<file path="config.mk">
export PLATFORM = sky130hd
export DESIGN_NAME = pixel_color_sel
export DESIGN_NICKNAME = d
export VERILOG_FILES = /design/src/rtl/pixel_color_sel.sv
export SDC_FILE = /design/constraint.sdc
export NUM_CORES = 1
export LEC_CHECK = 0
export ABC_AREA = 1
export CORE_AREA = 2 2 83 85
export DETAILED_ROUTE_END_ITERATION = 10
export DIE_AREA = 0 0 85 87
export DONT_BUFFER_PORTS = 1
export GPL_ROUTABILITY_DRIVEN = 0
export PLACE_DENSITY_LB_ADDON = 0.12
export SYNTH_ARGS = -nofsm -noshare
export SYNTH_HDL_FRONTEND = slang
export SYNTH_SLANG_ARGS = --single-unit
</file>
<file path="constraint.sdc">
create_clock -name clk -period 1.5 [get_ports clk]
set_clock_uncertainty 0.15 [all_clocks]
set_input_delay 0 -clock clk [delete_from_list [all_inputs] [get_ports clk]]
set_output_delay 0 -clock clk [all_outputs]
set_load 0.05 [all_outputs]
</file>
<file path="src/rtl/pixel_color_sel.sv">
// pixel_color_sel: two-stage registered colour selector with background substitution and highlight.
// Define PIXMUX_BLINK_EN to build the blink generator; without it a highlighted channel is always inverted.
module pixel_color_sel #(
   parameter int             W         = 12,
   parameter int             N         = 16,
   parameter int             SW        = 4,
   parameter logic [W-1:0]   BG        = 12'hFFF,
   parameter int             BLINK_DIV = 25_000_000
) (
   input  logic             clk,
   input  logic             rst,
   input  logic             vld_in,
   input  logic [SW-1:0]    sel,
   input  logic [N*W-1:0]   din,
   input  logic             hl_en,
   input  logic [SW-1:0]    hl_sel,
   output logic [W-1:0]     dout,
   output logic             vld_out
);

   localparam int          NSEL  = 1 << SW;
   localparam logic [SW:0] N_LIM = (SW+1)'(N);

   if (NSEL < N || BLINK_DIV < 2) begin : g_bad_param
      $error("pixel_color_sel: need 2**SW >= N and BLINK_DIV >= 2");
   end

   // Full 2**SW entry table so any select indexes a defined entry.
   logic [W-1:0] chan [NSEL];

   for (genvar gi = 0; gi < NSEL; gi++) begin : g_chan
      if (gi < N) begin : g_din
         assign chan[gi] = din[gi*W +: W];
      end else begin : g_bg
         assign chan[gi] = BG;
      end
   end

   logic         in_range;
   logic         use_bg;
   logic [W-1:0] col_next;
   logic         hit_next;

   assign in_range = ({1'b0, sel} < N_LIM);
   assign use_bg   = (sel == '0) || !in_range;
   assign col_next = use_bg ? BG : chan[sel];
   assign hit_next = hl_en && (sel == hl_sel) && !use_bg;

   logic [W-1:0] col_reg;
   logic         hit_reg;
   logic         vld_reg;

   always_ff @(posedge clk) begin
      if (rst) begin
         col_reg <= BG;
         hit_reg <= 1'b0;
         vld_reg <= 1'b0;
      end else begin
         col_reg <= col_next;
         hit_reg <= hit_next;
         vld_reg <= vld_in;
      end
   end

   logic phase;

`ifdef PIXMUX_BLINK_EN
   localparam int           CW      = (BLINK_DIV > 2) ? $clog2(BLINK_DIV) : 1;
   localparam logic [CW-1:0] CNT_MAX = CW'(BLINK_DIV - 1);

   logic [CW-1:0] cnt_reg;
   logic          phase_reg;

   // Free-running; not gated by vld_in so the blink rate is independent of blanking.
   always_ff @(posedge clk) begin
      if (rst) begin
         cnt_reg   <= '0;
         phase_reg <= 1'b0;
      end else if (cnt_reg == CNT_MAX) begin
         cnt_reg   <= '0;
         phase_reg <= ~phase_reg;
      end else begin
         cnt_reg   <= cnt_reg + 1'b1;
      end
   end

   assign phase = phase_reg;
`else
   assign phase = 1'b1;
`endif

   logic [W-1:0] dout_next;

   always_comb begin
      dout_next = col_reg;
      if (!vld_reg) begin
         dout_next = BG;
      end else if (hit_reg && phase) begin
         dout_next = ~col_reg;
      end
   end

   always_ff @(posedge clk) begin
      if (rst) begin
         dout    <= BG;
         vld_out <= 1'b0;
      end else begin
         dout    <= dout_next;
         vld_out <= vld_reg;
      end
   end

endmodule
</file>
==> results of run 1 <==
## routing by layer
| metal | part of all wire (%) | track usage, % | routed length, um | vias up |
|---|---|---|---|---|
| met5 | 0 | 0 | 0 | - |
| li1 | - | - | - | 1934 |
| met1 | 37 | 29.9 | 4120 | 1714 |
| met2 | 51 | 56.6 | 5690 | 215 |
| met3 | 7.5 | 5.59 | 825 | 38 |
| met4 | 3.7 | 9.81 | 405 | 0 |
## where the power goes
| group | internal [mW] | switching (mW) | total [mW] | leakage (nW) |
|---|---|---|---|---|
| Combinational | 0.402 | 0.406 | 0.808 | 1.82 |
| Clock | 0.190 | 0.224 | 0.414 | 0.0228 |
| Sequential | 0.760 | 0.0521 | 0.812 | 0.223 |
| Total | 1.35 | 0.682 | 2.03 | 2.06 |
## layout by cell type, fill, tap and decap left out, types with 2 or more instances in the layout
| cell type | synthesis | layout |
|---|---|---|
| dfxtp_1 | 27 | 27 |
| o21ai_0 | 12 | 12 |
| a21oi_1 | 7 | 7 |
| clkbuf_8 | 0 | 3 |
| or2_2 | 2 | 2 |
| buf_4 | 2 | 12 |
| nor2_1 | 55 | 54 |
| dlymetal6s4s_1 | 0 | 2 |
| xnor2_1 | 11 | 11 |
| nand3_1 | 97 | 97 |
| dlygate4sd3_1 | 0 | 84 |
| inv_1 | 66 | 66 |
| nand2_1 | 273 | 273 |
| inv_2 | 2 | 2 |
| buf_12 | 0 | 2 |
## synth_stat cells, drive strengths merged
cell type,n,area [um2]
a21oi,7,35.0
buf,29,203
clkbuf,11,41.3
dfxtp,27,541
inv,68,255
nand2,274,1030
nand3,97,485
nand4,1,6.26
nor2,56,218
nor3,1,10.0
o21ai,12,60.1
o22ai,1,6.26
or2,2,12.5
xnor2,11,96.3
## layout make-up
class,instances,share of cell area [%]
clock buffer,4,1.15
inverter,68,6.53
multi-input combinational,462,50.2
sequential,27,13.8
tap,80,2.56
timing repair buffer,101,25.8
## critical path, stage by stage
cell and delay, ps:
inv_2 340, buf_4 250, nor2_1 50, nand2_1 60, nand3_1 60, nand3_1 70
dlygate4sd3_1 550, nand2_1 50
## through the flow
| stage | cell area (um2) | setup slack [ps] | std cells |
|---|---|---|---|
| CTS | 3890 | 8.66 | 740 |
| detailed placement | 2950 | 322 | 648 |
| floorplan | 3000 | 404 | 597 |
| global route | 3910 | 5.15 | 742 |
| finish | 3910 | 73.2 | 742 |
| global placement | 2950 | 336 | 648 |
## what timing repair did
item | CTS | global route
hold buffers | 88 | 0
gates resized for setup | 0 | 4
buffers inserted | 0 | 3
hold endpoints to repair | 27 | 0
endpoints found under the setup margin | 0 | 9
## how the worst max path moves through the flow
stage,slack (ps),depth (start not counted),to,from
2_1_floorplan,400,4,dout[0]$_SDFF_PP1_,vld_reg$_SDFF_PP0_
3_3_place_gp,340,5,col_reg[3]$_SDFF_PP1_,sel[1]
3_5_place_dp,320,7,col_reg[7]$_SDFF_PP1_,sel[1]
4_1_cts,9,6,col_reg[3]$_SDFF_PP1_,sel[3]
5_1_grt,5,8,col_reg[7]$_SDFF_PP1_,sel[1]
6_report,70,8,col_reg[7]$_SDFF_PP1_,sel[1]
## logic make-up after synthesis
logic type             Yosys count  synth area share (%)
buffers and inverters          108                  16.6
AO/OA/AOI/OAI                   20                  3.38
AND/OR/NAND/NOR                431                  58.8
XOR/XNOR                        11                  3.21
flip-flops                      27                  18.0
==> impl_metrics.env, run 1 <==
export IMPL_num_io_pins=217
export IMPL_hold_ws_ps=-25.2
export IMPL_nFillCells=653
export IMPL_antenna_left=0
export IMPL_ir_worst_vdd_mv=0.460
export IMPL_drt_total_wl_mm=11.0
export IMPL_status="finished with violations"
export IMPL_ys_seq_area_share_pct=18.0
export IMPL_avgSynthCellArea_um2=5.03
export IMPL_max_cap_violations=0
export IMPL_worst_pin_slew_ps=614
export IMPL_grt_max_degree=66
export IMPL_rsz0062_at_grt="no"
export IMPL_clockRootBuffer="clkbuf_8"
export IMPL_antenna_diode_count=0
export IMPL_hold_viol=2
export IMPL_grt_pass1_wl_mm=17.1
export IMPL_start_util_pct=45.7
export IMPL_crit_fanout=36
export IMPL_p_per_area_mw_per_mm2=520
export IMPL_clk_latency_ps=270
export IMPL_r2r_end="dout[9]$_SDFF_PP1_"
export IMPL_post_route_period_util_pct=95.1
export IMPL_layout_min_cycle_time_ps=1430
export IMPL_yosysUniqueCellTypes=20
export IMPL_avgViaCountPerCell=5.26
export IMPL_crit_arrival_ps=1450
export IMPL_cts_sinks=27
export IMPL_finalMaxSlewViolations=0
export IMPL_grt_ovfl_total=0
export IMPL_drc=0
export IMPL_die_y_um=87
export IMPL_min_from="sel[1]"
export IMPL_dr_pass1_iters=5
export IMPL_violations="negative hold slack"
export IMPL_fin_nets=867
export IMPL_p_total_mw=2.03
export IMPL_numPortBuffers=0
export IMPL_clockBufferDepth=2
export IMPL_first_global_vias=3838
export IMPL_routedWlPerCell_um=14.9
export IMPL_cp_required_ps=1520
export IMPL_reg2regPathDepth=3
export IMPL_die_area_mm2=0.00740
export IMPL_tritoncts="done"
export IMPL_fin_util_pct=59.5
export IMPL_yosysWarnings=0
export IMPL_holdPathStages=7
export IMPL_antenna_found_initial=0
export IMPL_clk_pin_slew_ps=90
export IMPL_drt_first_iter_violations=168
export IMPL_cts_made_buffers=3
export IMPL_p_leak_nw=2.06
export IMPL_syn_inst=597
export IMPL_min_path_type="in -> reg"
export IMPL_finalSetupViolCount=0
export IMPL_multi_input_area_mm2=0.00196
export IMPL_hpwlAfterDp_mm=7.03
export IMPL_die_x_um=85
export IMPL_min_to="col_reg[8]$_SDFF_PP1_"
export IMPL_core_region_area_mm2=0.00657
export IMPL_start_kind="primary input"
export IMPL_critPathKind="in -> reg"
export IMPL_tns_ps=0
export IMPL_rr_startpoint="hit_reg$_SDFF_PP0_"
export IMPL_syn_to_final_growth_pct=30.4
export IMPL_syn_num_nets=801
export IMPL_ff_latch_area_um2=541
export IMPL_r2r_slack_ps=460
export IMPL_max_freq_ghz=0.701
export IMPL_ys_seq_elements=27
export IMPL_slew_headroom_pct=59.0
export IMPL_cts_max_level=1
export IMPL_end_kind="register"
export IMPL_fp_row_count=30
export IMPL_vias=3901
export IMPL_layout_drive_gt1_share_pct=3.93
export IMPL_grt_use_total_pct=28.7
export IMPL_syn_area_mm2=0.00300
Note: power is estimated with default switching activity, not from simulation.
==> run 2, diff against run 1 <==
- ABC_AREA: 1 -> default
- CORE_AREA: 2 2 83 85 -> 2 2 84 86
- DIE_AREA: 0 0 85 87 -> 0 0 86 88
==> impl_metrics.env, run 2 <==
export IMPL_cp_required_ps=1520
export IMPL_fin_nets=473
export IMPL_ys_seq_elements=27
export IMPL_grt_ovfl_total=0
export IMPL_ys_flop_type="dfxtp_1"
export IMPL_fin_util_pct=41.4
export IMPL_synth_most_common_cell="mux2i_1"
export IMPL_rsz0062_at_grt="no"
export IMPL_clk_latency_ps=260
export IMPL_drt_total_wl_mm=7.21
export IMPL_tns_ps=0
export IMPL_rr_startpoint="hit_reg$_SDFF_PP0_"
export IMPL_slew_headroom_pct=60.5
export IMPL_postCtsSetupRepairBufs=0
export IMPL_reg2regPathDepth=3
export IMPL_finalSetupViolCount=0
export IMPL_crit_fanout=1
export IMPL_post_route_period_util_pct=98.4
export IMPL_antenna_diode_count=0
export IMPL_yosysUniqueCellTypes=25
export IMPL_min_to="col_reg[8]$_SDFF_PP1_"
export IMPL_clockRootBuffer="clkbuf_8"
export IMPL_start_util_pct=36.7
export IMPL_synth_top_area_share_pct=22.2
export IMPL_vias=2053
export IMPL_num_io_pins=217
export IMPL_p_per_area_mw_per_mm2=619
export IMPL_min_path_type="in -> reg"
export IMPL_layout_drive_gt1_share_pct=19.8
export IMPL_dr_pass1_iters=4
export IMPL_p_leak_nw=1.01
export IMPL_r2r_end="dout[5]$_SDFF_PP1_"
export IMPL_cts_max_level=1
export IMPL_status="finished with violations"
export IMPL_mostFrequentLayoutCells="mux2i_1, dfxtp_1, nand2_1"
export IMPL_first_global_vias=2104
export IMPL_violations="negative hold slack"
export IMPL_numPortBuffers=0
export IMPL_layout_min_cycle_time_ps=1480
export IMPL_grt_max_degree=72
export IMPL_hold_ws_ps=-266
export IMPL_grt_use_total_pct=17.7
export IMPL_core_region_area_mm2=0.00664
export IMPL_routedWlPerCell_um=20.7
export IMPL_clk_pin_slew_ps=80
export IMPL_syn_area_mm2=0.00244
export IMPL_die_y_um=88
export IMPL_synth_commonest_cells="mux2i_1, dfxtp_1, mux2_2, nand2_1, o21ai_0"
export IMPL_synth_edff_count=0
export IMPL_max_cap_violations=0
export IMPL_antenna_found_initial=0
export IMPL_min_from="rst"
export IMPL_worst_pin_slew_ps=578
export IMPL_syn_num_nets=462
export IMPL_avgViaCountPerCell=5.90
export IMPL_cts_sinks=27
export IMPL_nFillCells=694
export IMPL_drt_first_iter_violations=80
export IMPL_fp_row_count=30
export IMPL_yosysWarnings=0
export IMPL_hold_viol=25
export IMPL_critPathKind="in -> reg"
export IMPL_end_kind="register"
export IMPL_crit_arrival_ps=1500
export IMPL_ys_seq_area_share_pct=22.2
export IMPL_final_common_cell="mux2i_1"
export IMPL_max_freq_ghz=0.677
export IMPL_hpwlAfterDp_mm=5.75
export IMPL_dpl_worst_slack_ps=-53.7
export IMPL_p_total_mw=1.70
export IMPL_finalMaxSlewViolations=0
export IMPL_tritoncts="done"
export IMPL_r2r_slack_ps=510
export IMPL_async_flop_share_pct=0
export IMPL_start_kind="primary input"
export IMPL_drc=0
export IMPL_grt_pass1_wl_mm=10.6
export IMPL_antenna_left=0
export IMPL_die_area_mm2=0.00757
export IMPL_holdPathStages=2
export IMPL_synth_top_cells_by_area="dfxtp_1, mux4_2, mux2i_1"
export IMPL_ir_worst_vdd_mv=0.254
export IMPL_clockBufferDepth=2
export IMPL_avgSynthCellArea_um2=9.44
export IMPL_cts_made_buffers=3
export IMPL_ctsHoldBuffers=24
export IMPL_yosysTopAreaCell="dfxtp_1"
export IMPL_syn_to_final_growth_pct=12.8
export IMPL_syn_inst=258
export IMPL_die_x_um=86
export IMPL_fin_ws_ps=23.4
run 2: cell count changes in the layout (fill, tap and decap cells not counted), moves of 8 or more:
cell / before / now
a221oi_1: 0 / 12
dlygate4sd3_1: 84 / 23
inv_1: 66 / 8
mux2_2: 0 / 25
mux2i_1: 0 / 31
mux4_2: 0 / 15
nand2_1: 273 / 26
nand2b_1: 0 / 8
nand3_1: 97 / 6
nor2_1: 54 / 10
run 2: what timing repair did:
| item | CTS | global route |
|---|---|---|
| endpoints found under the setup margin | 0 | 5 |
| resized for setup | 0 | 2 |
| endpoints found under the hold margin | 27 | 23 |
run 2: worst max-delay path by stage:
stage	slack [ps]	cells after the start	endpoint	startpoint
2_1_floorplan	70	6	col_reg[6]$_SDFF_PP1_	sel[0]
3_3_place_gp	-110	5	col_reg[11]$_SDFF_PP1_	sel[2]
3_5_place_dp	-50	5	col_reg[11]$_SDFF_PP1_	sel[2]
4_1_cts	10	4	col_reg[10]$_SDFF_PP1_	sel[3]
5_1_grt	10	5	col_reg[10]$_SDFF_PP1_	sel[0]
6_report	20	4	hit_reg$_SDFF_PP0_	hl_sel[1]
run 2: area by class of cell:
cell class / count / area (um2) / area share [%]
inverter: 8 / 30.0 / 1.09
timing repair buffer: 30 / 288 / 10.5
clock buffer: 3 / 41.3 / 1.50
multi-input combinational: 199 / 1740 / 63.4
sequential: 27 / 541 / 19.7
clock inverter: 1 / 5.00 / 0.182
tap: 80 / 100 / 3.64
run 2: layer usage:
layer	GRT usage (%)	up-vias	routed length, um
met5	0	-	0
met4	3.46	0	33
met3	2.54	4	410
met2	29.7	103	3500
met1	24.3	950	3270
li1	-	996	-
run 2: cell families (layout without fill, tap and decap cells):
| kind of cell | Yosys count | after routing | share of synthesized area [%] |
|---|---|---|---|
| simple gates | 59 | 59 | 11.2 |
| compound gates | 52 | 52 | 15.8 |
| buf+inv | 32 | 42 | 6.42 |
| xor+xnor | 16 | 16 | 5.75 |
| flops | 27 | 27 | 22.2 |
| mux | 72 | 72 | 38.6 |
run 2: power by group:
part           internal [mW]  switching [mW]  leakage [nW]
clock network          0.186           0.208        0.0255
logic                  0.325           0.172         0.762
registers              0.759          0.0500         0.223
run 2: per-stage QoR:
| step | hold WS [ps] | std cells | instance area (um2) |
|---|---|---|---|
| after floorplan | -21.8 | 258 | 2440 |
| after global routing | -253 | 348 | 2750 |
| after global placement | -70.8 | 320 | 2450 |
| final | -266 | 348 | 2750 |
| after detailed placement | -73.9 | 320 | 2450 |
| after CTS | -270 | 348 | 2740 |
run 2: critical path: stages:
cell	delay, ps
dlygate4sd3_1	550
xor2_1	140
dlygate4sd3_1	550
nor4_1	250
==> run 3, diff against run 2 <==
- CELL_PAD_IN_SITES_DETAIL_PLACEMENT: default -> 2
- CELL_PAD_IN_SITES_GLOBAL_PLACEMENT: default -> 2
- CORE_AREA: 2 2 84 86 -> default
- CORE_MARGIN: default -> 2
- CORE_UTILIZATION: default -> 32
- DIE_AREA: 0 0 86 88 -> default
==> impl_metrics.env, run 3 (synthesis gave the netlist of run 2 again) <==
export IMPL_status="finished with violations"
export IMPL_violations="negative hold slack"
export IMPL_hpwlAfterDp_mm=6.67
export IMPL_hold_viol=21
export IMPL_clockRootBuffer="clkbuf_8"
export IMPL_hold_ws_ps=-281
export IMPL_drc=0
export IMPL_final_area_mm2=0.00281
export IMPL_instances_no_fill=370
export IMPL_clk_latency_ps=270
export IMPL_p_per_area_mw_per_mm2=625
export IMPL_syn_to_final_growth_pct=15.2
export IMPL_max_freq_ghz=0.668
export IMPL_dr_pass1_iters=4
export IMPL_dpl_worst_slack_ps=-82.5
export IMPL_fin_util_pct=38.3
export IMPL_fp_row_count=31
export IMPL_cts_made_buffers=3
export IMPL_grt_ovfl_total=0
export IMPL_numPortBuffers=0
export IMPL_tritoncts="done"
export IMPL_cp_slowest_stage_delay_ps=570
export IMPL_path_common_cell="dlygate4sd3_1"
export IMPL_dp_cells=340
export IMPL_finalSetupViolCount=0
export IMPL_crit_buf_inv=2
export IMPL_core_region_area_mm2=0.00733
export IMPL_grt_max_degree=72
export IMPL_post_route_period_util_pct=99.8
export IMPL_start_util_pct=33.2
export IMPL_grt_use_total_pct=20.0
export IMPL_crit_arrival_ps=1530
export IMPL_die_x_um=91.3
export IMPL_end_kind="register"
export IMPL_place_area_mm2=0.00249
export IMPL_p_leak_nw=1.03
export IMPL_routedWlPerCell_um=23.3
export IMPL_drt_total_wl_mm=8.60
export IMPL_crit_fanout=1
export IMPL_cp_required_ps=1540
export IMPL_ir_worst_vdd_mv=0.304
export IMPL_fin_ws_ps=2.32
export IMPL_clockBufferDepth=2
export IMPL_critPathTopFamily="buffers and inverters"
export IMPL_layout_drive_gt1_share_pct=20.3
export IMPL_rsz0062_at_grt="no"
export IMPL_clk_pin_slew_ps=90
export IMPL_drt_first_iter_violations=35
export IMPL_die_y_um=91.3
export IMPL_first_global_vias=2360
export IMPL_cts_sinks=27
export IMPL_critPathKind="in -> reg"
export IMPL_mostFrequentLayoutCells="mux2i_1, dfxtp_1, nand2_1, mux2_2, dlygate4sd3_1"
export IMPL_die_area_mm2=0.00833
export IMPL_antenna_found_initial=0
export IMPL_fin_nets=476
export IMPL_vias=2134
export IMPL_critPathSlowestCell="dlygate4sd3_1"
export IMPL_max_cap_violations=0
export IMPL_avgViaCountPerCell=5.77
export IMPL_antenna_diode_count=0
export IMPL_grt_pass1_wl_mm=13.3
export IMPL_finalMaxSlewViolations=0
export IMPL_worst_pin_slew_ps=583
export IMPL_min_path_type="in -> reg"
export IMPL_num_io_pins=217
export IMPL_antenna_left=0
export IMPL_slew_headroom_pct=60.1
export IMPL_start_kind="primary input"
export IMPL_final_common_cell="mux2i_1"
export IMPL_cts_max_level=1
export IMPL_layout_min_cycle_time_ps=1500
export IMPL_crit_chain="dlygate4sd3_1, xor2_1, dlygate4sd3_1, nor4_1"
## run 3: where the power goes
| group | internal [mW] | switching [mW] |
|---|---|---|
| combinational | 0.330 | 0.186 |
| clock | 0.189 | 0.235 |
| sequential | 0.759 | 0.0542 |
## run 3: through the flow
| step | total power [mW] | TNS, ps | hold slack (ps) |
|---|---|---|---|
| floorplan | 1.25 | 0 | -21.8 |
| global placement | 1.26 | -120 | -73.6 |
| detailed placement | 1.27 | -82.5 | -67.8 |
| CTS | 1.77 | 0 | -285 |
| global route | 1.85 | 0 | -269 |
| finish | 1.75 | 0 | -281 |
## run 3: final cells by class
| cell class | instances | area (um2) |
|---|---|---|
| clock inverters | 1 | 7.51 |
| clock buffers | 3 | 41.3 |
| fillers | 804 | 4530 |
| multi-input cells | 199 | 1740 |
| well taps | 99 | 124 |
| repair buffers | 33 | 318 |
| inverters | 8 | 30.0 |
| flip-flops and latches | 27 | 541 |
## run 3: worst register-to-register path, cell delays in order (launching register included)
cell	delay, ps
dfxtp_1	320
buf_4	170
xnor2_1	220
nand2_1	90
## run 3: worst paths after layout
path / from / to / slack, ps / depth (start not counted)
max: hl_sel[1] / hit_reg$_SDFF_PP0_ / 2 / 4
min: rst / col_reg[0]$_SDFF_PP1_ / -280 / 2
max reg2reg: hit_reg$_SDFF_PP0_ / dout[4]$_SDFF_PP1_ / 460 / 3
min reg2reg: col_reg[6]$_SDFF_PP1_ / dout[6]$_SDFF_PP1_ / 320 / 2
## run 3: repair_timing
item | 4_1_cts | 5_1_grt
gates resized for setup | 0 | 3
endpoints found under the setup margin | 0 | 4
endpoints found under the hold margin | 27 | 21
hold buffers | 26 | 1
setup buffers | 0 | 0
## run 3: metal layers
metal	up-vias	global-route usage, %	routed length [um]
met5	-	0	0
met4	0	1.77	63
met3	6	5.39	665
met2	108	36.9	4460
met1	1023	24.1	3410
li1	997	-	-
